<file path="src/rtl/ws2812_pkg.sv">
// Shared WS2812 definitions: decoder FSM states, word size, and the default bit
// timing used by both the ws2812 transmitter and this decoder.
package ws2812_pkg;

  typedef enum logic [1:0] {SYNC, IDLE, HIGH, LOW} state_t;

  localparam int WS2812_BITS = 24;

  // Transmitter bit shapes in clk cycles (10 MHz clk).
  localparam int T0H = 4;
  localparam int T0L = 8;
  localparam int T1H = 8;
  localparam int T1L = 4;

  // Receiver thresholds chosen to sit between the TX shapes above.
  localparam int DEF_HI_THRESH = 6;
  localparam int DEF_MIN_HIGH  = 2;
  localparam int DEF_MAX_HIGH  = 16;
  localparam int DEF_RESET_LOW = 500;

endpackage

</file>
<file path="src/rtl/sync_2ff.sv">
// Two-flop synchronizer for a single asynchronous input, cleared to 0 by an
// asynchronous active-low reset.
module sync_2ff (
  input  logic clk,
  input  logic reset_n,
  input  logic d,
  output logic q
);

  logic meta;

  always_ff @(posedge clk or negedge reset_n) begin
    if (!reset_n) begin
      meta <= 1'b0;
      q    <= 1'b0;
    end else begin
      meta <= d;
      q    <= meta;
    end
  end

endmodule

</file>
<file path="src/rtl/ws2812_decoder.sv">
// WS2812 receiver: measures high-pulse widths on the synchronized line, shifts
// bits into 24-bit GRB words and reports pixel, frame-end and error strobes.
module ws2812_decoder
  import ws2812_pkg::*;
#(
  parameter int HI_THRESH = DEF_HI_THRESH,
  parameter int MIN_HIGH  = DEF_MIN_HIGH,
  parameter int MAX_HIGH  = DEF_MAX_HIGH,
  parameter int RESET_LOW = DEF_RESET_LOW
) (
  input  logic        clk,
  input  logic        reset_n,
  input  logic        din,
  output logic        pixel_valid,
  output logic [23:0] grb_data,
  output logic [7:0]  led_index,
  output logic        frame_done,
  output logic [8:0]  pixel_count,
  output logic        err
);

  localparam int HW = $clog2(MAX_HIGH + 1);
  localparam int LW = $clog2(RESET_LOW + 1);
  localparam logic [HW-1:0] HI_THRESH_C = HW'(HI_THRESH);
  localparam logic [HW-1:0] MIN_HIGH_C  = HW'(MIN_HIGH);
  localparam logic [HW-1:0] MAX_LAST_C  = HW'(MAX_HIGH - 1);
  localparam logic [LW-1:0] RESET_LOW_C = LW'(RESET_LOW);
  localparam logic [LW-1:0] RESET_LAST_C = LW'(RESET_LOW - 1);
  localparam logic [4:0]    LAST_BIT_C  = 5'(WS2812_BITS - 1);
  localparam logic [8:0]    PIX_MAX_C   = 9'd256;

  logic din_s, din_q, rise, fall;
  state_t state, state_n;
  logic [HW-1:0] hi_cnt, hi_cnt_n;
  logic [LW-1:0] lo_cnt, lo_cnt_n;
  logic [4:0]    bit_cnt, bit_cnt_n;
  logic [8:0]    pix_cnt, pix_cnt_n;
  logic [23:0]   shreg, shreg_n, shifted;
  logic          ovf, ovf_n;
  logic          pixel_valid_n, frame_done_n, err_n;
  logic [23:0]   grb_data_n;
  logic [7:0]    led_index_n;
  logic [8:0]    pixel_count_n;

  sync_2ff u_sync (
    .clk     (clk),
    .reset_n (reset_n),
    .d       (din),
    .q       (din_s)
  );

  assign rise = din_s & ~din_q;
  assign fall = ~din_s & din_q;

  always_comb begin
    state_n       = state;
    hi_cnt_n      = hi_cnt;
    lo_cnt_n      = lo_cnt;
    bit_cnt_n     = bit_cnt;
    pix_cnt_n     = pix_cnt;
    shreg_n       = shreg;
    ovf_n         = ovf;
    grb_data_n    = grb_data;
    led_index_n   = led_index;
    pixel_count_n = pixel_count;
    pixel_valid_n = 1'b0;
    frame_done_n  = 1'b0;
    err_n         = 1'b0;
    shifted       = {shreg[22:0], (hi_cnt >= HI_THRESH_C)};

    unique case (state)
      SYNC: begin
        if (din_s) begin
          lo_cnt_n = '0;
        end else if (lo_cnt >= RESET_LAST_C) begin
          lo_cnt_n = RESET_LOW_C;
          state_n  = IDLE;
        end else begin
          lo_cnt_n = lo_cnt + 1'b1;
        end
      end

      IDLE: begin
        if (rise) begin
          hi_cnt_n  = HW'(1);
          bit_cnt_n = '0;
          pix_cnt_n = '0;
          ovf_n     = 1'b0;
          state_n   = HIGH;
        end
      end

      HIGH: begin
        if (fall) begin
          lo_cnt_n = '0;
          if (hi_cnt < MIN_HIGH_C) begin
            err_n   = 1'b1;
            state_n = SYNC;
          end else begin
            shreg_n = shifted;
            state_n = LOW;
            if (bit_cnt == LAST_BIT_C) begin
              // Pixel completes on the falling edge that delivers bit 24.
              bit_cnt_n = '0;
              if (pix_cnt != PIX_MAX_C) begin
                pixel_valid_n = 1'b1;
                grb_data_n    = shifted;
                led_index_n   = pix_cnt[7:0];
                pix_cnt_n     = pix_cnt + 1'b1;
              end else if (!ovf) begin
                err_n = 1'b1;
                ovf_n = 1'b1;
              end
            end else begin
              bit_cnt_n = bit_cnt + 1'b1;
            end
          end
        end else if (hi_cnt >= MAX_LAST_C) begin
          err_n    = 1'b1;
          lo_cnt_n = '0;
          state_n  = SYNC;
        end else begin
          hi_cnt_n = hi_cnt + 1'b1;
        end
      end

      LOW: begin
        // Frame end takes priority over a rising edge in the same cycle.
        if (lo_cnt >= RESET_LAST_C) begin
          frame_done_n  = 1'b1;
          pixel_count_n = pix_cnt;
          err_n         = (bit_cnt != 5'd0);
          bit_cnt_n     = '0;
          lo_cnt_n      = RESET_LOW_C;
          state_n       = IDLE;
        end else if (rise) begin
          hi_cnt_n = HW'(1);
          state_n  = HIGH;
        end else begin
          lo_cnt_n = lo_cnt + 1'b1;
        end
      end

      default: state_n = SYNC;
    endcase
  end

  always_ff @(posedge clk or negedge reset_n) begin
    if (!reset_n) begin
      state       <= SYNC;
      din_q       <= 1'b0;
      hi_cnt      <= '0;
      lo_cnt      <= '0;
      bit_cnt     <= '0;
      pix_cnt     <= '0;
      shreg       <= '0;
      ovf         <= 1'b0;
      pixel_valid <= 1'b0;
      grb_data    <= '0;
      led_index   <= '0;
      frame_done  <= 1'b0;
      pixel_count <= '0;
      err         <= 1'b0;
    end else begin
      state       <= state_n;
      din_q       <= din_s;
      hi_cnt      <= hi_cnt_n;
      lo_cnt      <= lo_cnt_n;
      bit_cnt     <= bit_cnt_n;
      pix_cnt     <= pix_cnt_n;
      shreg       <= shreg_n;
      ovf         <= ovf_n;
      pixel_valid <= pixel_valid_n;
      grb_data    <= grb_data_n;
      led_index   <= led_index_n;
      frame_done  <= frame_done_n;
      pixel_count <= pixel_count_n;
      err         <= err_n;
    end
  end

endmodule

</file>
<file path="config.mk">
export PLATFORM = sky130hd
export DESIGN_NAME = ws2812_decoder
export DESIGN_NICKNAME = d
export VERILOG_FILES = /design/src/rtl/ws2812_pkg.sv /design/src/rtl/sync_2ff.sv /design/src/rtl/ws2812_decoder.sv
export SDC_FILE = /design/constraint.sdc
export NUM_CORES = 1
export LEC_CHECK = 0
export BUFFER_PORTS_ARGS = -buffer_cell sky130_fd_sc_hd__buf_2
export CORE_UTILIZATION = 30
export CTS_BUF_LIST = sky130_fd_sc_hd__clkbuf_8 sky130_fd_sc_hd__clkbuf_16
export DETAILED_ROUTE_END_ITERATION = 16
export HOLD_SLACK_MARGIN = 0.05
export SETUP_SLACK_MARGIN = 0.02
export SLEW_MARGIN = 25
export SYNTH_ARGS = -nofsm -noshare
export SYNTH_HDL_FRONTEND = slang
export SYNTH_HIERARCHICAL = 1
export SYNTH_SLANG_ARGS = --single-unit
</file>
<file path="constraint.sdc">
create_clock -name clk -period 2.3 [get_ports clk]
set_input_delay 0.115 -clock clk [delete_from_list [all_inputs] [get_ports clk]]
set_output_delay 0.115 -clock clk [all_outputs]
set_load 0.05 [all_outputs]
</file>
== After elaboration in Yosys (flattened, before gate mapping) ==
Index checks and enable logic that the tools add are counted.

* Add/sub/neg operators: 4
* Equality and inequality tests: 19
* $lt $le $gt $ge: 4
* Bitwise logic cells: 5
* Shift operators: 0
* Reduce and logical (&&, ||, !) cells: 14
* Mux-type cells: 53
* Div/mod/pow operators: 0
* $mul: 0

{| class="wikitable"
|+ Operators with widths
! cell !! count
|-
| 2-to-1 mux 9 bit || 11
|-
| 2-to-1 mux 5 bit || 9
|-
| one-hot mux 5 bit (3 select lines) || 2
|-
| one-hot mux 9 bit (3 select lines) || 1
|-
| inequality test 2 bit (second input constant) || 12
|-
| 2-to-1 mux 1 bit || 19
|-
| adder 9 x 1 -> 9 bit (second input constant) || 2
|-
| one-hot mux 9 bit (2 select lines) || 1
|-
| 2-to-1 mux 2 bit || 7
|-
| AND reduction 6 bit || 2
|-
| adder 5 x 1 -> 5 bit (second input constant) || 2
|-
| AND reduction 5 bit || 2
|-
| greater-or-equal comparator 9 bit (second input constant) || 1
|-
| inequality test 9 bit (second input constant) || 1
|-
| AND reduction 3 bit || 3
|-
| one-hot mux 2 bit (4 select lines) || 1
|-
| inequality test 3 bit (second input constant) || 2
|-
| nonzero test 3 bit || 2
|-
| == test 5 bit (second input constant) || 1
|-
| greater-or-equal comparator 5 x 3 -> 1 bit (second input constant) || 1
|-
| greater-or-equal comparator 5 x 4 -> 1 bit (second input constant) || 1
|-
| < comparator 5 x 2 -> 1 bit (second input constant) || 1
|-
| nonzero test 5 bit || 1
|-
| == test 2 bit (second input constant) || 2
|-
| 8 further kinds || 12
|}

* Bits of input ports: 3
* Output and inout bits: 44
* Memory bits (writable): 0
* Memories kept: 0
* Bits in read-only memories: 0
* Word-level logic and storage cells: 115
* Latch bits: 0
* Flip-flop bits (word level): 101

== Depth between registers and ports, before layout ==
Gate-level depths: netlist (run 1).

* Word-level depth: 6
* Gate-level depth with buffers: 8
* Gate-level depth less buffers: 8

== Hierarchy ==
The synthesis (run 1) kept the hierarchy.

{| class="wikitable"
|+ By module, submodules not included
! module !! instances !! area an instance (sq um) !! cells an instance !! sequential area each (sq um)
|-
| ws2812_decoder || 1 || 4519.3 || 365 || 2477.4
|-
| sync_2ff || 1 || 50.0 || 2 || 50.0
|}

== Least setup slack after synthesis (run 1) ==
OpenSTA, ideal clock, no wires.

* Kind: register to register
* Start: register hi_cnt[1]
* End: register hi_cnt[2]
* Slack: 374 ps
* Arrival time: 1792 ps
* Data required time: 2166 ps
* Stages on the path, launching flop included: 9
* Cell sequence: dfrtp_1 ha_1 and3_1 ha_1 nor2_1 nand4_1 a21o_1 o21ai_1 o21ai_0

* Word-level cells in the longest chain between the ends: 4
* Elaborated cells on any way between the ends: 7

{| class="wikitable"
|+ Ends and longest elaborated chain
! item !! line !! text
|-
| start, declared || ws2812_decoder.sv:34 || <nowiki>logic [HW-1:0] hi_cnt, hi_cnt_n;</nowiki>
|-
| start signal, assigned || ws2812_decoder.sv:167 || <nowiki>hi_cnt <= hi_cnt_n;</nowiki>
|-
| adder 5 x 1 -> 5 bit || ws2812_decoder.sv:123 || <nowiki>hi_cnt_n = hi_cnt + 1'b1;</nowiki>
|-
| 2-to-1 mux 5 bit || ws2812_decoder.sv:118 || <nowiki>end else if (hi_cnt >= MAX_LAST_C) begin</nowiki>
|-
| 2-to-1 mux 5 bit || ws2812_decoder.sv:94 || <nowiki>if (fall) begin</nowiki>
|-
| one-hot mux 5 bit (3 select lines) || ws2812_decoder.sv:71 || <nowiki>unique case (state)</nowiki>
|}

Several ways; a longest one is shown, not always the timed one. The select of a mux whose other input is x is not followed.
A chain may end at the register's enable or synchronous reset.

== Worst setup path after layout (run 1) ==
* Start: register lo_cnt[0]
* End: register lo_cnt[3]

* Word-level cells in the longest chain between the ends: 4
* Elaborated cells on any way between the ends: 9

{| class="wikitable"
|+ Ends and longest elaborated chain
! item !! line !! text
|-
| start, declared || ws2812_decoder.sv:35 || <nowiki>logic [LW-1:0] lo_cnt, lo_cnt_n;</nowiki>
|-
| start signal, assigned || ws2812_decoder.sv:168 || <nowiki>lo_cnt <= lo_cnt_n;</nowiki>
|-
| adder 9 x 1 -> 9 bit / greater-or-equal comparator 9 bit (equally long branches) || n/a ||
|-
| 2-to-1 mux 9 bit, on equally long branches || ws2812_decoder.sv:136, ws2812_decoder.sv:75 ||
|-
| 2-to-1 mux 9 bit, on equally long branches || ws2812_decoder.sv:129, ws2812_decoder.sv:73 ||
|-
| one-hot mux 9 bit (3 select lines) || ws2812_decoder.sv:71 ||
|}

Several ways; a longest one is shown, not always the timed one. The select of a mux whose other input is x is not followed.

==> results.md, run 1 <==
* Initial Util at 31.09%
* Worst-Skew Late Latency at 0.34 ns
* Pre-CTS WS at 0.06351 ns
* Placer congestion estimate at 0.8515
* Worst reg-to-reg path cell count at 6
* TritonCTS clock tree: built
* I/O pin total at 47
* Cell Rows at 44
* Synth Net Count at 378
* CTS buffer count at 9
* Final setup viols at 0
* Die Height at 125.4 µm
* Slowest CP cell: nor3_2
* Peak supply drop at 295.2 µV
* Area growth, synth to finish at 18.78%
* Final #Nets at 442
* Share of layout cells above drive strength 1 at 29.59%
* Final WS setup at 0.1899 ns
* Sequential area share after synthesis at 55.31%
* Number of synthesized flops with an enable pin at 0
* Pleak at 2.794 nW
* Fmax achieved at 0.4739 GHz
* Worst setup EP type: flip-flop
* Final Hold Viols at 0
* DR vias at 3,103
* Via density at 5.005
* Largest net degree at the start of global routing at 102
* Synth Cell Area at 4569 µm²
* First-pass GRT wire length at 15,190 µm
* TNS Setup at 0 ns
* Port bufs at 46
* CTS Root Cell: clkbuf_16
* P per Cell Area at 634.5 nW/µm²
* DRC at 7
* Mapped Cells at 367
* Core Region at 14,700 µm²
* Clock sinks at 101
* Syn_area_per_cell at 12.45 µm²
* Post-DR wirelength/cell at 14.33 µm
* Final wirelength at 8887 µm
* Cell variety after synth at 55
* Crit-path max FO at 9
* Ys async rst share at 100.0%
* Antenna viol nets, final at 0
* CP arrival at 2.33 ns
* Final Util at 36.93%
* DRT Pass-1 Iters at 12
* Clock Tree Buf Depth at 2
* Final min period at 2.110 ns
* CP Cell Sequence: ha_1, a2111oi_4, nor3_2, o211ai_2, a21oi_1, a21oi_1
* GR Overflow Total at 0
* Number of synthesized register bits at 101
* Antenna diode count at 0
* Gr usage total at 11.97%
* RSZ-0062 raised after global routing: false
* Total of max-cap violations at 0
* Worst min path class: input pin to async pin
* Most frequent cell on the critical path: a21oi_1
* Total die area at 15,730 µm²
* Synth Warn # at 6
* Top_reg_cell synth: dfrtp_1
* Worst slew pin tran at 0.6351 ns
* Final slew viol count at 0
* Status: finished with violations
* Antenna violations before repair at 0
* Max stage delay on crit path at 0.57 ns
* H-tree levels at 3
* Crit path required time at 2.52 ns
* Hold slack at 0.3319 ns
* Setup CP Type: flip-flop to flip-flop
* Worst Setup Start Kind: flip-flop
* Violated checks: design-rule violations
* Max-Slew Margin vs Limit at 57.43%
* Clk_skew at 0.006159 ns
* Period Utilization, post-route at 91.74%
* Reg clk slew, reported paths at 0.07 ns
* DRT iter0 DRCs at 173
* Detailed placement HPWL at 6024 µm
* Die Width at 125.4 µm
* Vias in the first global route at 3,116
where the power goes:
part	switching (W)	internal, W
sequential	0.0000175	0.00178
combinational	0.0000521	0.0000257
clock	0.000659	0.000905
area by class of cell:
cell class,count,area [µm²]
Fill cell,1413,9271
Timing Repair Buffer,64,397.9
Multi-Input combinational cell,244,1921
Tap cell,184,230.2
Clock inverter,5,57.56
Sequential cell,101,2527
Clock buffer,11,252.7
Inverter,11,41.29
metrics by stage:
step	instances	power (W)	cell area, µm²
6_report	620	0.003444	5428
4_1_cts	617	0.003494	5403
5_1_grt	620	0.003560	5428
2_1_floorplan	367	0.001865	4569
3_3_place_gp	599	0.001912	5072
3_5_place_dp	599	0.001914	5072
placed cells by master, fill, tap and decap left out, types with 4 or more instances in the layout:
cell,n
o211ai_1,4
mux2_1,32
mux2_2,32
clkbuf_16,9
o31ai_1,4
nand3_1,21
nor2b_1,4
a31oi_1,4
nand2_1,27
inv_1,10
buf_2,45
ha_1,8
buf_4,15
a21oi_1,9
nor2_1,14
o21ai_1,4
dfrtp_1,101
o21ai_0,23
nand4_1,6
worst max-delay path, delay by kind of cell (launching register included):
family,cells,cell delay (ns)
compound gates,4,0.63
simple gates,1,0.57
flops,1,0.48
fa+ha+maj,1,0.30
kinds of logic (layout without fill, tap and decap cells):
family | count (synthesis) | count (layout) | synth area share [%]
buffers and inverters | 22 | 91 | 2.711
adders and majority gates | 8 | 8 | 2.191
muxes | 64 | 64 | 15.77
and+or+nand+nor | 104 | 104 | 13.47
xor gates and xnor gates | 2 | 2 | 0.3834
DFF | 101 | 101 | 55.31
AOI/OAI and AO/OA | 66 | 66 | 10.16
sequential cells by signal (all words and copies together), names as in the netlist:
signal	cells
ovf	1
shreg	23
pixel_valid	1
u_sync/q	1
led_index	8
grb_data	24
pixel_count	9
state	2
hi_cnt	5
din_q	1
bit_cnt	5
lo_cnt	9
pix_cnt	9
frame_done	1
err	1
u_sync/meta	1
synthesized netlist by cell type, types with 2 or more instances:
cell | count | area share (%)
nor2_1 | 15 | 1.2
buf_4 | 5 | 0.82
o41ai_1 | 2 | 0.38
o21ai_0 | 23 | 2.5
dfrtp_1 | 101 | 55
ha_1 | 8 | 2.2
nand2b_1 | 3 | 0.41
and3_1 | 3 | 0.41
o211ai_1 | 4 | 0.66
a21oi_1 | 9 | 0.99
a31oi_1 | 4 | 0.55
o31ai_1 | 4 | 0.66
mux2_2 | 32 | 7.9
xor2_1 | 2 | 0.38
o21ai_1 | 4 | 0.44
nand4_1 | 6 | 0.82
nor4_2 | 3 | 0.82
nor2b_1 | 4 | 0.55
or4_1 | 3 | 0.49
nand3b_1 | 3 | 0.49
nor3_1 | 2 | 0.22
inv_1 | 10 | 0.82
nand3_1 | 21 | 2.3
mux2_1 | 32 | 7.9
a21o_1 | 3 | 0.49
buf_2 | 5 | 0.55
nand2_1 | 27 | 2.2
or3_1 | 2 | 0.27
path summary, 6_finish.rpt:
kind / startpoint / end / slack (ns)
max reg2reg: lo_cnt[0]$_DFFE_PN0P_ / lo_cnt[3]$_DFFE_PN0P_ / 0.19
min reg2reg: u_sync/meta$_DFF_PN0_ / u_sync/q$_DFF_PN0_ / 0.35
max in group asynchronous: reset_n / shreg[7]$_DFFE_PN0P_ / 1.51
min: reset_n / pixel_count[4]$_DFFE_PN0P_ / 0.33
max: lo_cnt[0]$_DFFE_PN0P_ / lo_cnt[3]$_DFFE_PN0P_ / 0.19
min in group clk: u_sync/meta$_DFF_PN0_ / u_sync/q$_DFF_PN0_ / 0.35
repair_timing:
| item | in CTS | in global routing |
|---|---|---|
| endpoints found under the hold margin | 102 | 0 |
| hold buffers | 2 | 0 |
| setup endpoints to repair | 0 | 8 |
| buffers inserted | 0 | 3 |
| gates resized for setup | 0 | 1 |
per-layer routing:
metal / part of all wire [%] / vias to the layer above / track usage [%]
li1: - / 1469 / -
met1: 45 / 1565 / 15.00
met2: 50 / 57 / 19.78
met3: 3.8 / 12 / 3.166
met4: 1.5 / 0 / 4.519
met5: 0 / - / 0
(Power assumes the default switching activity.)
==> inputs of run 2 (changes only) <==
clock period = 2.05 ns   (was 2.3 ns; I/O delays follow)
==> run 2 against run 1 <==
Effect of this change: the flow now finishes without violations; sequential share of layout area decreased by 1.4 points; global-route usage increased by 0.28 points; final cell count increased by 2.1%; largest power group unchanged.
==> results.md, run 2 (synthesized netlist as in run 1, its figures left out) <==
* Antenna viol nets, final at 0 (unchanged)
* DRT iter0 DRCs at 215 (+24%)
* Placed inst area at 5190 µm² (+2.3%)
* Die Height at 125.4 µm (unchanged)
* Setup CP Type: flip-flop to flip-flop
* Max stage delay on crit path at 0.46 ns (-0.11 ns)
* Final slew viol count at 0 (unchanged)
* Placer congestion estimate at 0.8141 (-4.4%)
* WP buf/inv at 1 (+1)
* Reg clk slew, reported paths at 0.07 ns (about the same)
* Total die area at 15,730 µm² (unchanged)
* Antenna violations before repair at 0 (unchanged)
* I/O pin total at 47 (unchanged)
* Crit path max-delay family: compound AO/OA/AOI/OAI gates
* Largest net degree at the start of global routing at 42 (-59%)
* Core Region at 14,700 µm² (unchanged)
* Final setup viols at 0 (unchanged)
* DRC at 0 (-7)
* CP arrival at 2.17 ns (-0.16 ns)
* Area growth, synth to finish at 22.73%
* Post-DR wirelength/cell at 14.58 µm (+1.7%)
* Clock Tree Buf Depth at 2 (unchanged)
* Status: finished, final reports clean
* Total stage count of the critical path at 7 (+1)
* Vias in the first global route at 3,103 (-0.42%)
* Antenna diode count at 0 (unchanged)
* TritonCTS clock tree: built
* RR Startpoint: lo_cnt[0]$_DFFE_PN0P_
* Worst Setup SP: lo_cnt[0]$_DFFE_PN0P_
* Worst slew pin tran at 0.4837 ns (-0.1515 ns)
* Final Util at 38.15% (+1.2 points)
* Clk_skew at 0.005968 ns (-0.0001912 ns)
* Pleak at 2.864 nW (+2.5%)
* Most common cell after layout, fill and taps aside: dfrtp_1
* Pwr Total at 0.003793 W (+10%)
* RSZ-0062 raised after global routing: true
* Share of layout cells above drive strength 1 at 33.41% (+3.8 points)
* TNS Setup at 0 ns (unchanged)
* Clock sinks at 101 (unchanged)
* Cell Rows at 44 (unchanged)
* Port bufs at 46 (unchanged)
* First-pass GRT wire length at 15,530 µm (+2.2%)
* GR Overflow Total at 0 (unchanged)
* Largest registers: grb_data: 24 flops, shreg: 23 flops
* P per Cell Area at 676.4 nW/µm² (+6.6%)
* Highest-count cells in the layout ignoring fill and taps: 98 x dfrtp_1, 45 x buf_2, 32 x mux2_2, 32 x mux2_1
* CTS Root Cell: clkbuf_16
* Worst reg-to-reg path cell count at 7 (+1)
* Total of max-cap violations at 0 (unchanged)
* Crit-path max FO at 6 (-3)
* Detailed placement HPWL at 6341 µm (+5.3%)
* DRT Pass-1 Iters at 14 (+2)
* Worst min path class: input pin to async pin
* Final #Nets at 457 (+3.4%)
* CP Cell Sequence: ha_2, a2111oi_4, buf_4, nor4_4, a311o_2, a31oi_1, a21oi_1
* Peak supply drop at 408.9 µV (+39%)
* CTS buffer count at 9 (unchanged)
* Final min period at 1.955 ns (-0.1550 ns)
* Max reg flops at 24 (unchanged)
* Slowest CP cell: dfrtp_2
* Via density at 4.967 (-0.76%)
* Gr usage total at 12.26% (+0.28 points)
* Period Utilization, post-route at 95.37% (+3.6 points)
* Max-Slew Margin vs Limit at 67.76% (+10 points)
* End point of the critical path: lo_cnt[7]$_DFFE_PN0P_
* Fmax achieved at 0.5115 GHz (+7.9%)
* Post-route cell area at 5608 µm² (+3.3%)
* Worst setup EP type: flip-flop
* Die Width at 125.4 µm (unchanged)
* R2r setup slk at 0.09 ns (-0.10 ns)
* Crit path required time at 2.27 ns (-0.25 ns)
* Worst-Skew Late Latency at 0.34 ns (about the same)
* H-tree levels at 3 (unchanged)
* DR vias at 3,144 (+1.3%)
* Final wirelength at 9227 µm (+3.8%)
* Worst Setup Start Kind: flip-flop
* Largest Register: grb_data
* Initial Util at 31.09% (unchanged)
* Hold slack at 0.2678 ns (-0.06410 ns)
* RR Endpoint: lo_cnt[7]$_DFFE_PN0P_
* Final Hold Viols at 0 (unchanged)
[run 2: cell types whose count changed in the layout (fill, tap and decap cells not counted), sizes merged]
cell / change
clkinvlp: +3
clkbuf: -2
a311o: +1
clkinv: -3
buf: +14
[run 2: cell type report]
type	instances	area, µm²
clock buffers	9	225.2
clock inverters	5	61.31
well taps	184	230.2
fillers	1425	9091
inverters	11	41.29
flip-flops and latches	101	2531
repair buffers	78	519.2
multi-input cells	245	1999
[run 2: repair_timing]
item / in CTS / in global routing
resized for setup: 0 / 18
gates cloned: 0 / 1
pin swaps: 1 / 4
hold buffers: 2 / 0
setup buffers: 1 / 2
setup endpoints to repair: 4 / 16
hold endpoints to repair: 35 / 0
[run 2: where the power goes]
| part | switching, W | internal, W | leakage (nW) | total (W) |
|---|---|---|---|---|
| Combinational | 0.0000722 | 0.0000415 | 1.34 | 0.000114 |
| Clock | 0.000723 | 0.000937 | 0.130 | 0.00166 |
| Sequential | 0.0000173 | 0.00200 | 1.40 | 0.00202 |
[run 2: routing by layer]
metal / wire (µm) / up-vias / global-route usage, %
li1: - / 1504 / -
met1: 4399 / 1561 / 16.70
met2: 4382 / 69 / 19.32
met3: 331 / 10 / 3.252
met4: 113 / 0 / 3.085
met5: 0 / - / 0
[run 2: stage by stage]
step	cells	worst slack [ns]
after CTS	630	0.03051
after floorplan	367	0.1235
after detailed placement	613	-0.02142
final	633	0.09487
after global placement	613	0.07206
after global routing	633	-0.02470
[run 2: how the worst min path moves through the flow]
| stage | from | endpoint | slack [ns] | cells after the start |
|---|---|---|---|---|
| detailed placement | reset_n | pixel_count[4]$_DFFE_PN0P_ | 0.10 | 1 |
| finish | reset_n | pixel_count[4]$_DFFE_PN0P_ | 0.27 | 2 |
| CTS | reset_n | pixel_count[4]$_DFFE_PN0P_ | 0.28 | 2 |
| global placement | reset_n | pixel_count[4]$_DFFE_PN0P_ | 0.1 | 1 |
| global route | reset_n | pixel_count[4]$_DFFE_PN0P_ | 0.30 | 2 |
| floorplan | reset_n | bit_cnt[0]$_DFFE_PN0P_ | -0.19 | 0 |
